--- config.mk ---
export PLATFORM = sky130hd
export DESIGN_NAME = seg7_scan_decoder
export DESIGN_NICKNAME = d
export VERILOG_FILES = /design/src/rtl/seg7_pkg.sv /design/src/rtl/seg7_pattern_decoder.sv /design/src/rtl/seg7_scan_decoder.sv
export SDC_FILE = /design/constraint.sdc
export NUM_CORES = 1
export LEC_CHECK = 0
export CAP_MARGIN = 25
export CORE_ASPECT_RATIO = 1.75
export CORE_MARGIN = 10
export CORE_UTILIZATION = 55
export DETAILED_ROUTE_END_ITERATION = 12
export HOLD_SLACK_MARGIN = 0.12
export PLACE_DENSITY_LB_ADDON = 0.3
export SYNTH_ARGS = -nofsm -noshare
export SYNTH_HDL_FRONTEND = slang
export SYNTH_SLANG_ARGS = --single-unit
--- constraint.sdc ---
create_clock -name clk -period 3.55 [get_ports clk]
set_clock_uncertainty 0.05 [all_clocks]
set_input_delay 0.71 -clock clk [delete_from_list [all_inputs] [get_ports clk]]
set_output_delay 0.71 -clock clk [all_outputs]
set_load 0.02 [all_outputs]
--- src/rtl/seg7_pkg.sv ---
// rtl/seg7_pkg.sv - shared 7-segment glyph table and scan-decoder types
// Contents:
//   SEG7_GLYPH[0:15]  active-low segment pattern (bit6..0 = g..a) for hex digit 0..F
//   SEG7_BLANK        all segments off
//   scan_state_t      capture FSM states of the scan decoder
package seg7_pkg;

    localparam logic [6:0] SEG7_BLANK = 7'h7F;

    localparam logic [6:0] SEG7_GLYPH [0:15] = '{
        7'h40, 7'h79, 7'h24, 7'h30, 7'h19, 7'h12, 7'h02, 7'h78,
        7'h00, 7'h10, 7'h08, 7'h03, 7'h27, 7'h21, 7'h06, 7'h0E
    };

    typedef enum logic [1:0] {
        ST_IDLE,
        ST_SETTLE,
        ST_HOLD
    } scan_state_t;

endpackage

--- src/rtl/seg7_pattern_decoder.sv ---
// rtl/seg7_pattern_decoder.sv - combinational 7-segment pattern to hex nibble decoder
// Ports:
//   pattern  in   7  active-low segment pattern, bit6..0 = g..a
//   nibble   out  4  decoded hex value (0 for blank or illegal patterns)
//   err      out  1  pattern is neither a glyph nor blank
//   blank    out  1  pattern is all segments off
import seg7_pkg::*;

module seg7_pattern_decoder (
    input  logic [6:0] pattern,
    output logic [3:0] nibble,
    output logic       err,
    output logic       blank
);

    always_comb begin
        nibble = 4'h0;
        err    = 1'b1;
        blank  = 1'b0;
        if (pattern == SEG7_BLANK) begin
            err   = 1'b0;
            blank = 1'b1;
        end else begin
            for (int i = 0; i < 16; i++) begin
                if (pattern == SEG7_GLYPH[i]) begin
                    nibble = 4'(i);
                    err    = 1'b0;
                end
            end
        end
    end

endmodule

--- src/rtl/seg7_scan_decoder.sv ---
// rtl/seg7_scan_decoder.sv - multiplexed 7-segment display reader with frame assembly
// Ports:
//   clk            in   1             rising-edge clock
//   rst_n          in   1             asynchronous active-low reset
//   seg_n          in   7             segment bus, bit6..0 = g..a, 0 = lit
//   an_n           in   NUM_DIGITS    digit strobes, one-hot-low selects a digit
//   value_o        out  4*NUM_DIGITS  digit i nibble at [4i+3:4i]
//   digit_err_o    out  NUM_DIGITS    digit i showed an illegal pattern
//   blank_o        out  NUM_DIGITS    digit i was blank
//   frame_valid_o  out  1             one-cycle pulse when the outputs update
import seg7_pkg::*;

module seg7_scan_decoder #(
    parameter int NUM_DIGITS    = 4,
    parameter int SETTLE_CYCLES = 4
) (
    input  logic                    clk,
    input  logic                    rst_n,
    input  logic [6:0]              seg_n,
    input  logic [NUM_DIGITS-1:0]   an_n,
    output logic [4*NUM_DIGITS-1:0] value_o,
    output logic [NUM_DIGITS-1:0]   digit_err_o,
    output logic [NUM_DIGITS-1:0]   blank_o,
    output logic                    frame_valid_o
);

    localparam int BW = NUM_DIGITS + 7;
    localparam int CW = $clog2(SETTLE_CYCLES + 1);
    localparam int IW = (NUM_DIGITS > 1) ? $clog2(NUM_DIGITS) : 1;

    logic [BW-1:0] sync_q1, sync_q2, prev_q;
    logic [CW-1:0] stable_cnt;
    scan_state_t   state, state_next;

    logic [NUM_DIGITS-1:0]   an_s;
    logic [6:0]              seg_s;
    logic                    changed, settled, one_hot, capture, publish;
    logic [IW-1:0]           digit_idx;
    logic [3:0]              zero_cnt;
    logic [3:0]              dec_nibble;
    logic                    dec_err, dec_blank;
    logic [NUM_DIGITS-1:0]   seen, seen_next;
    logic [4*NUM_DIGITS-1:0] shadow_value;
    logic [NUM_DIGITS-1:0]   shadow_err, shadow_blank;

    assign an_s    = sync_q2[BW-1:7];
    assign seg_s   = sync_q2[6:0];
    assign changed = (sync_q2 != prev_q);
    // The capture fires in the cycle whose count update would reach SETTLE_CYCLES.
    assign settled = !changed && (stable_cnt >= CW'(SETTLE_CYCLES - 1));
    assign publish = &seen;

    always_comb begin
        zero_cnt  = 4'd0;
        digit_idx = '0;
        for (int i = 0; i < NUM_DIGITS; i++) begin
            if (!an_s[i]) begin
                zero_cnt  = zero_cnt + 4'd1;
                digit_idx = IW'(i);
            end
        end
        one_hot = (zero_cnt == 4'd1);
    end

    seg7_pattern_decoder u_decoder (
        .pattern (seg_s),
        .nibble  (dec_nibble),
        .err     (dec_err),
        .blank   (dec_blank)
    );

    always_comb begin
        state_next = state;
        capture    = 1'b0;
        case (state)
            ST_IDLE: begin
                if (one_hot) state_next = ST_SETTLE;
            end
            ST_SETTLE: begin
                if (!one_hot) begin
                    state_next = ST_IDLE;
                end else if (settled) begin
                    capture    = 1'b1;
                    state_next = ST_HOLD;
                end
            end
            ST_HOLD: begin
                if (changed) state_next = one_hot ? ST_SETTLE : ST_IDLE;
            end
            default: state_next = ST_IDLE;
        endcase
    end

    // A digit seen twice before the frame completes starts a new frame from that digit.
    always_comb begin
        seen_next = seen;
        if (publish) begin
            seen_next = '0;
        end else if (capture) begin
            if (seen[digit_idx]) seen_next = '0;
            seen_next[digit_idx] = 1'b1;
        end
    end

    always_ff @(posedge clk or negedge rst_n) begin
        if (!rst_n) begin
            sync_q1       <= '0;
            sync_q2       <= '0;
            prev_q        <= '0;
            stable_cnt    <= '0;
            state         <= ST_IDLE;
            seen          <= '0;
            shadow_value  <= '0;
            shadow_err    <= '0;
            shadow_blank  <= '0;
            value_o       <= '0;
            digit_err_o   <= '0;
            blank_o       <= '0;
            frame_valid_o <= 1'b0;
        end else begin
            sync_q1 <= {an_n, seg_n};
            sync_q2 <= sync_q1;
            prev_q  <= sync_q2;
            if (changed) begin
                stable_cnt <= '0;
            end else if (stable_cnt != CW'(SETTLE_CYCLES)) begin
                stable_cnt <= stable_cnt + 1'b1;
            end
            state <= state_next;
            seen  <= seen_next;
            if (capture) begin
                shadow_value[{digit_idx, 2'b00} +: 4] <= dec_nibble;
                shadow_err[digit_idx]                 <= dec_err;
                shadow_blank[digit_idx]               <= dec_blank;
            end
            frame_valid_o <= publish;
            if (publish) begin
                value_o     <= shadow_value;
                digit_err_o <= shadow_err;
                blank_o     <= shadow_blank;
            end
        end
    end

endmodule

Word-level counts from Yosys, hierarchy flattened
Index checks and enable logic that the tools add are counted.

Reduce and logical (&&, ||, !) cells: 9. Equality and inequality tests: 24. $lt $le $gt $ge: 3. Shift operators: 2. Mux-type cells: 64. Add/subtract/negate cells: 5. Bitwise operators: 1.

Operators with widths (count): 4-bit two-way mux (17); 7-bit by 6-bit == test with 1-bit output (second input constant) (4); 7-bit == test (second input constant) (4); 1-bit two-way mux (27); 7-bit by 5-bit == test with 1-bit output (second input constant) (3); 3-bit two-way mux (6); 16-bit bitwise mux (1); 2-bit two-way mux (8); 4-bit by 6-bit variable shift with 16-bit output (first input constant) (1); 4-bit by 6-bit variable part select with 16-bit output (1); 7-bit by 2-bit == test with 1-bit output (second input constant) (2); 7-bit by 4-bit == test with 1-bit output (second input constant) (2); 4-bit by 1-bit adder with 4-bit output (second input constant) (3); 11-bit inequality test (1); 4-bit bitwise mux (2); 7-bit by 3-bit == test with 1-bit output (second input constant) (1); 7-bit logical NOT (1); 3-bit inequality test (second input constant) (2); 4-bit negation with 6-bit output (1); 2-bit case mux with 3 select lines (1); 4-bit by 1-bit == test with 1-bit output (second input constant) (1); 2-bit inequality test (second input constant) (2); 4-bit bitwise OR (1); 4-bit AND reduction (1); 13 further kinds (15).

Register bits after elaboration: 91. Input port bits: 13. Logic and storage cells: 121. Output and inout bits: 25.

Logic depth before layout (Yosys ltp)
Depth after elaboration: 19. Mapped depth: 11. Mapped depth without buffers: 10.

Modules after synthesis
From an unflattened synthesis, not the netlist that was laid out.

Cells, all modules: 337. Area total of the unflattened synthesis: 3888.7 um2.

By module, submodules not included: seg7_scan_decoder (area each 3488.3 um2, times used 1, cells an instance 281); seg7_pattern_decoder (area each 400.4 um2, times used 1, cells an instance 56).

Worst setup path after synthesis
No wires, ideal clock.

Path kind: register to register. Start point: reg sync_q2[8]. End point: reg shadow_blank[1]. Clock period less this slack: 2.885 ns. Data arrival time: 2.711 ns. Required time: 3.375 ns. Slack: 0.665 ns. Stages on the path, launching flop included: 11. Setup time: 0.125 ns. Path through: dfrtp_1 buf_6 inv_1 ha_1 xnor2_1 ha_1 or3_1 o211ai_2 nand4_4 nor4_4 mux2_2.

Longest elaborated chain between the ends: 8.

RTL lines: start: declaration (line seg7_scan_decoder.sv:31) `logic [BW-1:0] sync_q1, sync_q2, prev_q;`; start signal: assignment (line seg7_scan_decoder.sv:122) `sync_q2 <= sync_q1;`; 4-bit two-way mux or 1-bit two-way mux (tied branches) (line seg7_scan_decoder.sv:57) `if (!an_s[i]) begin`; 4-bit by 1-bit adder with 4-bit output or 2-bit two-way mux (tied branches) (line seg7_scan_decoder.sv:58, seg7_scan_decoder.sv:57); 4-bit two-way mux or 2-bit two-way mux (tied branches) (line seg7_scan_decoder.sv:57); 4-bit by 1-bit adder with 4-bit output (tied with other cells) (line seg7_scan_decoder.sv:58) `zero_cnt = zero_cnt + 4'd1;`; 4-bit two-way mux or 1-bit logical AND (tied branches) (line seg7_scan_decoder.sv:57, seg7_scan_decoder.sv:134); 4-bit by 1-bit == test with 1-bit output or 1-bit two-way mux (tied branches) (line seg7_scan_decoder.sv:62, seg7_scan_decoder.sv:134); 1-bit two-way mux or 1-bit demux with 2-bit select (tied branches) (line seg7_scan_decoder.sv:80, seg7_scan_decoder.sv:134); 1-bit two-way mux or 4-bit bitwise mux (tied branches) (line seg7_scan_decoder.sv:75, seg7_scan_decoder.sv:134); end signal: indexed assignment (line seg7_scan_decoder.sv:134) `shadow_blank[digit_idx] <= dec_blank;`; end: declaration (line seg7_scan_decoder.sv:44) `logic [NUM_DIGITS-1:0] shadow_err, shadow_blank;`.

Several ways; a longest one is shown, not always the timed one. A chain may end at the register's enable or synchronous reset.

Worst setup path in the final report
Start point: reg sync_q2[8]. End point: reg shadow_value[4].

Longest elaborated chain between the ends: 8.

RTL lines: 4-bit two-way mux (line seg7_scan_decoder.sv:57); 4-bit by 1-bit adder with 4-bit output (line seg7_scan_decoder.sv:58); 4-bit two-way mux (line seg7_scan_decoder.sv:57); 4-bit by 1-bit adder with 4-bit output (line seg7_scan_decoder.sv:58); 4-bit two-way mux (line seg7_scan_decoder.sv:57); 4-bit by 1-bit == test with 1-bit output (line seg7_scan_decoder.sv:62) `one_hot = (zero_cnt == 4'd1);`; 1-bit two-way mux (line seg7_scan_decoder.sv:80) `if (!one_hot) begin`; 1-bit two-way mux (line seg7_scan_decoder.sv:75) `case (state)`; end signal: indexed assignment (line seg7_scan_decoder.sv:132) `shadow_value[{digit_idx, 2'b00} +: 4] <= dec_nibble;`; end: declaration (line seg7_scan_decoder.sv:43) `logic [4*NUM_DIGITS-1:0] shadow_value;`.

Several ways; a longest one is shown, not always the timed one.

==> key figures <==
Yosys
  • Synth top area share: 0.578
  • Sequential share of the synthesized area: 0.578
  • Ys flop type: dfrtp_1
  • Post-synth EDFFs: 0
  • Yosys reg bits: 91
  • Largest area contributor in the netlist: dfrtp_1
  • Synth async-reset ratio: 1.00
  • Mean Syn Cell Area: 11.3 sq um
  • Post-synthesis cell count: 349
  • Synth Cell Area: 3940 sq um
  • Synth top area cells: dfrtp_1, nand2_1, mux2_2
  • Warnings, synthesis: 0
  • Number of library cell types mapped by synthesis: 53
  • Syn nets: 368

CTS
  • Reg clk slew, reported paths: 0.06 ns
  • CTS tree: built
  • CTS Buffer Depth: 2
  • Worst skew pair latency: 0.34 ns
  • H-tree levels: 3
  • Hold-fix buffers at CTS: 0
  • CTS Buf Count: 9
  • # Post-CTS Setup Buffers: 0
  • TritonCTS sink count: 91
  • PostCTS Resize Cnt: 0
  • Clock root cell: clkbuf_16

Timing
  • Setup ws final: 0.327 ns
  • Worst-margin pin slew: 0.717 ns
  • RSZ-0062 raised after global routing: no
  • Fmax: 0.310 GHz
  • Final Cycle Share: 0.908
  • Fin crit period: 3.22 ns
  • Setup TNS: 0 ns
  • Fin. max-slew vios: 0
  • Slew headroom: 0.519
  • Final setup fails: 0
  • Hold Vio Cnt, Final: 0

Min path
  • Hold crit path type: input pin to asynchronous set/reset pin

Power and ir drop
  • Peak VDD IR: 0.446 mV
  • PwrDens: 467 nW/um^2
  • Pleak: 2.17 nW

Critical path
  • Worst path arrival time: 3.39 ns
  • Kind of critical path: flop to flop
  • Crit. End Element: flop
  • Reg-to-Reg Start: sync_q2[8]
  • Crit path launch: sync_q2[8]
  • CP required: 3.72 ns
  • Critical path fanouts, max: 9
  • CP startpoint kind: flop

Global routing
  • Initial antenna violation count: 0
  • First-pass GRT wire length: 13200 um
  • Gr usage total: 0.144
  • GRT overflow: 0
  • Number of global-route vias before repair: 2737
  • Largest net degree at the start of global routing: 68

Floorplan
  • IO Pins: 38
  • Die area: 11100 sq um
  • Row count: 40
  • Initial Util: 0.571
  • Chip width: 84.0 um
  • Die Y: 132 um
  • CORE AREA: 6910 sq um

Routing
  • DRC viols: 0
  • WL/cell: 16.2 um
  • Vias/cell: 5.64
  • DR vias: 2633
  • DR pass1 iterations: 4
  • Total wire length: 7580 um
  • 1st-iter DRT viols: 145
  • Post-route ant nets: 0

Placement
  • Final Wtd Congestion: 0.800
  • Post-Place Cell Area: 4350 sq um
  • Post-DP HPWL: 5270 um
  • DP Worst Slack: 0.342 ns
  • Port bufs: 37

Cells and area
  • Antenna diodes: 0
  • Commonest non-fill, non-tap cell in the layout: dfrtp_1
  • Ratio of cells with drive above 1 in the final layout: 0.133
  • Fillers: 551
  • Nets: 399
  • Final Cell Area: 4650 sq um
  • Post-Route Utilization: 0.673
  • Area grow syn2layout: 18.0%
  • Highest-count cells in the layout ignoring fill and taps: dfrtp_1, nand2_1, clkdlybuf4s50_1, mux2_2, xor2_1

Run
  • Maxcap violations: 0

Outcome
  • Run status: finished, final reports clean
[power by group]
part,internal (mW),total (mW),switching (mW)
Combinational,0.0457,0.100,0.0545
Clock,0.607,0.982,0.375
Sequential,1.06,1.09,0.0314
[path summary, 6_finish.rpt]
kind	end	slack (ns)	depth (start not counted)
worst max-delay path	shadow_value[4]	0.33	9
min in group clk	sync_q2[7]	0.30	0
worst min-delay path	prev_q[6]	0.23	1
worst min register to register	sync_q2[7]	0.30	0
worst max register to register	shadow_value[4]	0.33	9
max in group asynchronous	sync_q1[4]	2.61	2
[synth_stat cells (all sizes together) (4+ instances only)]
cell and instances:
dfrtp 91, nand2 80, mux2 23, xor2 13, clkbuf 12, nor2 12
a21oi 10, inv 10, nor3 8, buf 7, ha 6, nor4 6
nand2b 5, nand3 5, o31ai 5, or3 5, and2 4, o21ai 4
[sequential cells by signal, summed over array words and instances, names as in the netlist]
signal,flops
seen,4
state,2
stable_cnt,3
shadow_blank,4
digit_err_o,4
shadow_value,16
prev_q,11
value_o,16
shadow_err,4
sync_q2,11
blank_o,4
frame_valid_o,1
sync_q1,11
[cell families (layout without fill, tap and decap cells)]
group / Yosys count / in the layout / synth area share
buf+inv: 30 / 64 / 0.0368
fa+ha+maj: 6 / 6 / 0.0190
flops: 91 / 91 / 0.578
mux: 26 / 26 / 0.0733
compound gates: 37 / 37 / 0.0657
xor+xnor: 16 / 16 / 0.0375
simple gates: 143 / 143 / 0.190
[cell type report]
type                            count  area (sq um)  area share
Clock buffer                        9           225      0.0484
Clock inverter                      5          80.1      0.0172
Inverter                           11          41.3     0.00888
Multi-Input combinational cell    228          1520       0.327
Sequential cell                    91          2280       0.490
Tap cell                           84           105      0.0226
Timing Repair Buffer               39           403      0.0866
[layer usage]
layer,GRT usage,up-vias,part of all wire
li1,-,1252,-
met1,0.158,1312,0.40
met2,0.246,60,0.53
met3,0.0501,9,0.055
met4,0.0533,0,0.016
met5,0,-,0
[worst max-delay path, cell delays in order, from the launching register on]
cell,delay (ns)
dfrtp_1,0.53
inv_1,0.08
ha_1,0.36
xnor2_1,0.16
ha_1,0.32
or3_1,0.32
o211ai_2,0.11
nand4_4,0.25
nor4_4,0.53
mux2_2,0.39
[per-stage QoR]
step           power [mW]  cells  hold WS, ns
6_report             2.17    467        0.226
5_1_grt              2.25    467        0.239
4_1_cts              2.19    467        0.225
3_5_place_dp         1.21    453        0.285
3_3_place_gp         1.20    452        0.282
2_1_floorplan        1.16    349        0.281
No activity file was read; power rests on OpenSTA's default activity.
==> edit, RTL diff (same flow settings) <==
Change the parameter `SETTLE_CYCLES` from 4 to 8.
--- a/src/rtl/seg7_scan_decoder.sv
+++ b/src/rtl/seg7_scan_decoder.sv
@@ -12,7 +12,7 @@
 
 module seg7_scan_decoder #(
     parameter int NUM_DIGITS    = 4,
-    parameter int SETTLE_CYCLES = 4
+    parameter int SETTLE_CYCLES = 8
 ) (
     input  logic                    clk,
     input  logic                    rst_n,
Formal check against the unedited RTL: same outputs for any inputs over 10 cycles, from zero or initial values and one cycle with rst_n low; that may be too few to reach the edited logic, so the function may still have changed.
==> edit against the original RTL <==
Design area decreased by 0.91%. Sequential share of layout area grew 1.0 points. Routed wire length shrank 4.1%. Area after synthesis fell by 1.9%. Worst setup slack improved by 0.26 ns. Largest cell class unchanged. Total power is 0.88% higher. Sequential cell count increased by 1. Clock power shrank 1%.
==> edit: results (changes against the original RTL) <==
CTS:
- The number of buffers inserted to repair setup after CTS came to 0 (unchanged).
- The post-cts repair resize count is 0 (unchanged).
- The tree is rooted in a sky130_fd_sc_hd__clkbuf_16.
- The maximum number of buffers from clock root to sink is 2 (unchanged).
- The number of buffers inserted during clock tree synthesis is 9 (unchanged).
- The clock edge transition at the registers on the reported setup and hold paths was 0.06 ns (about the same).
- The clock insertion delay at the later pin of the skew report is 0.34 ns (about the same).
- The CTS H-tree depth is 3 (unchanged).

Cells and area:
- The non-filler instance count after layout came to 457 (-2.1%).
- The layout cell share with drive strength beyond 1 is 0.09383 (-0.03933).
- The number of diodes added for antenna fixing is 0 (unchanged).
- The filler cell count is 512 (-7.1%).
- The number of nets in the finished design was 387 (-3.0%).
- In the final layout, the registers with the most flip-flops are shadow_value (16), value_o (16).

Yosys:
- The share of flip-flops with an asynchronous set or reset is 1.000 (unchanged).
- The sequential share of the synthesized area is 0.5953 (+0.01750).
- The post-synthesis cell type count is 53 (unchanged).
- By area the synthesized netlist is led by sky130_fd_sc_hd__dfrtp_1 (60%), sky130_fd_sc_hd__nand2_1 (7.5%), sky130_fd_sc_hd__mux2_1 (5.2%).
- The synthesized area per cell was 11.54 µm² (+2.2%).
- The count of yosys warnings during synthesis is 0 (unchanged).
- The number of nets in the synthesized netlist is 353 (-4.1%).
- After synthesis, the most frequently instantiated cells are sky130_fd_sc_hd__dfrtp_1 (92), sky130_fd_sc_hd__nand2_1 (77), sky130_fd_sc_hd__mux2_1 (18).

GRT:
- The number of antenna violations at the first check in global routing was 0 (unchanged).
- The number of global-route vias before repair came to 2730 (-0.26%).
- The combined global-route utilization of all metal layers is 0.1455 (+0.001824).
- The largest net degree at the start of global routing came to 52 (-24%).
- The wire length of the first global-routing pass is 12.85 mm (-3.0%).

Placement:
- The count of buffers from port buffering is 37 (unchanged).
- The final weighted congestion in routability-driven placement is 0.8948 (+12%).
- The instance count after placement with tap cells included is 442 (-2.4%).
- The total half-perimeter wirelength after legalization and detailed placement came to 5.107 mm (-3.1%).

Critical path:
- The cell type of the slowest stage on the worst timing path is sky130_fd_sc_hd__dfrtp_1.
- The maximum fanout encountered on the critical timing path is 7 (-2).
- The maximum cell stage delay along the critical path is 0.46 ns (-0.07 ns).
- STA classifies the critical path startpoint as a flop.
- The endpoint arrival time on the critical path is 3.13 ns (-0.26 ns).

Run status:
- The flow ran to the end, and the final reports show no timing, DRC or antenna violations.

Timing:
- The slew at the pin closest to its max-slew limit is 0.8769 ns (+0.1601 ns).

Power and ir drop:
- The leakage power summed over all cells came to 2.207 nW (+1.6%).
- The maximum vdd drop is 0.4272 mV (-4.3%).

Route:
- The via density per instance came to 5.586 (-0.92%).
- The violation count after the first detailed-routing iteration was 182 (+26%).
- The number of iterations in the first detailed-routing pass was 4 (unchanged).
- The routed length per instance is 15.90 µm (-2.0%).

Hold path:
- The worst hold path belongs to the class flop to flop.
[edit: cell types whose count changed after synthesis, sizes merged, moves of 5 or more]
| cell | before | now |
|---|---|---|
| a21oi | 10 | 5 |
| xnor2 | 3 | 17 |
| xor2 | 13 | 2 |
| o31ai | 5 | 0 |
[edit: area by class of cell]
type                            count  share of cell area
Tap cell                           84             0.02281
Clock inverter                      3            0.009503
Inverter                           10            0.008146
Sequential cell                    92              0.4996
Timing Repair Buffer               39             0.08743
Multi-Input combinational cell    217              0.3147
Clock buffer                       12             0.05783
[edit: logic make-up (layout without fill, tap and decap cells)]
logic type,after synthesis,in the layout,synth area share
muxes,27,27,0.07764
AOI/OAI and AO/OA,28,28,0.05144
and+or+nand+nor,138,138,0.1847
xor gates and xnor gates,19,19,0.04497
DFF,92,92,0.5953
adders and majority gates,5,5,0.01618
buffers and inverters,26,64,0.02976
[edit: per-layer routing]
layer / vias up / GRT usage / share of wire
li1: 1210 / - / -
met1: 1276 / 0.1529 / 0.40
met2: 46 / 0.2482 / 0.52
met3: 21 / 0.04523 / 0.043
met4: 0 / 0.09356 / 0.036
met5: - / 0 / 0
[edit: final timing paths]
kind	startpoint	to	slack (ns)	depth (start not counted)
max reg2reg	sync_q2[8]$_DFF_PN0_	shadow_value[0]$_DFFE_PN0P_	0.59	9
min in group asynchronous	rst_n	sync_q2[9]$_DFF_PN0_	0.30	1
max in group asynchronous	rst_n	sync_q1[8]$_DFF_PN0_	2.53	2
min	sync_q1[8]$_DFF_PN0_	sync_q2[8]$_DFF_PN0_	0.29	0
min reg2reg	sync_q1[8]$_DFF_PN0_	sync_q2[8]$_DFF_PN0_	0.29	0
max	sync_q2[8]$_DFF_PN0_	shadow_value[0]$_DFFE_PN0P_	0.59	9
[edit: critical path: cells and delay by family, from the launching register on]
kind,cells,cell delay [ns]
mux,1,0.37
fa+ha+maj,2,0.66
buf+inv,1,0.10
xor+xnor,1,0.16
flops,1,0.46
compound gates,1,0.17
simple gates,3,0.86
[edit: through the flow]
step	area, µm²	worst slack, ns	util	hold slack [ns]
global route	4608	0.4110	0.6721	0.3020
finish	4608	0.5879	0.6721	0.2930
detailed placement	4298	0.6233	0.6268	0.2847
global placement	4270	0.7312	0.6228	0.2820
CTS	4608	0.5980	0.6721	0.2959
floorplan	3867	0.8671	-	0.2812
[edit: power by group]
part           leakage, nW  internal (W)  switching, W  total [W]
combinational        0.844     0.0000539     0.0000669   0.000121
clock                0.155      0.000600      0.000370   0.000970
sequential            1.21       0.00107     0.0000298    0.00110
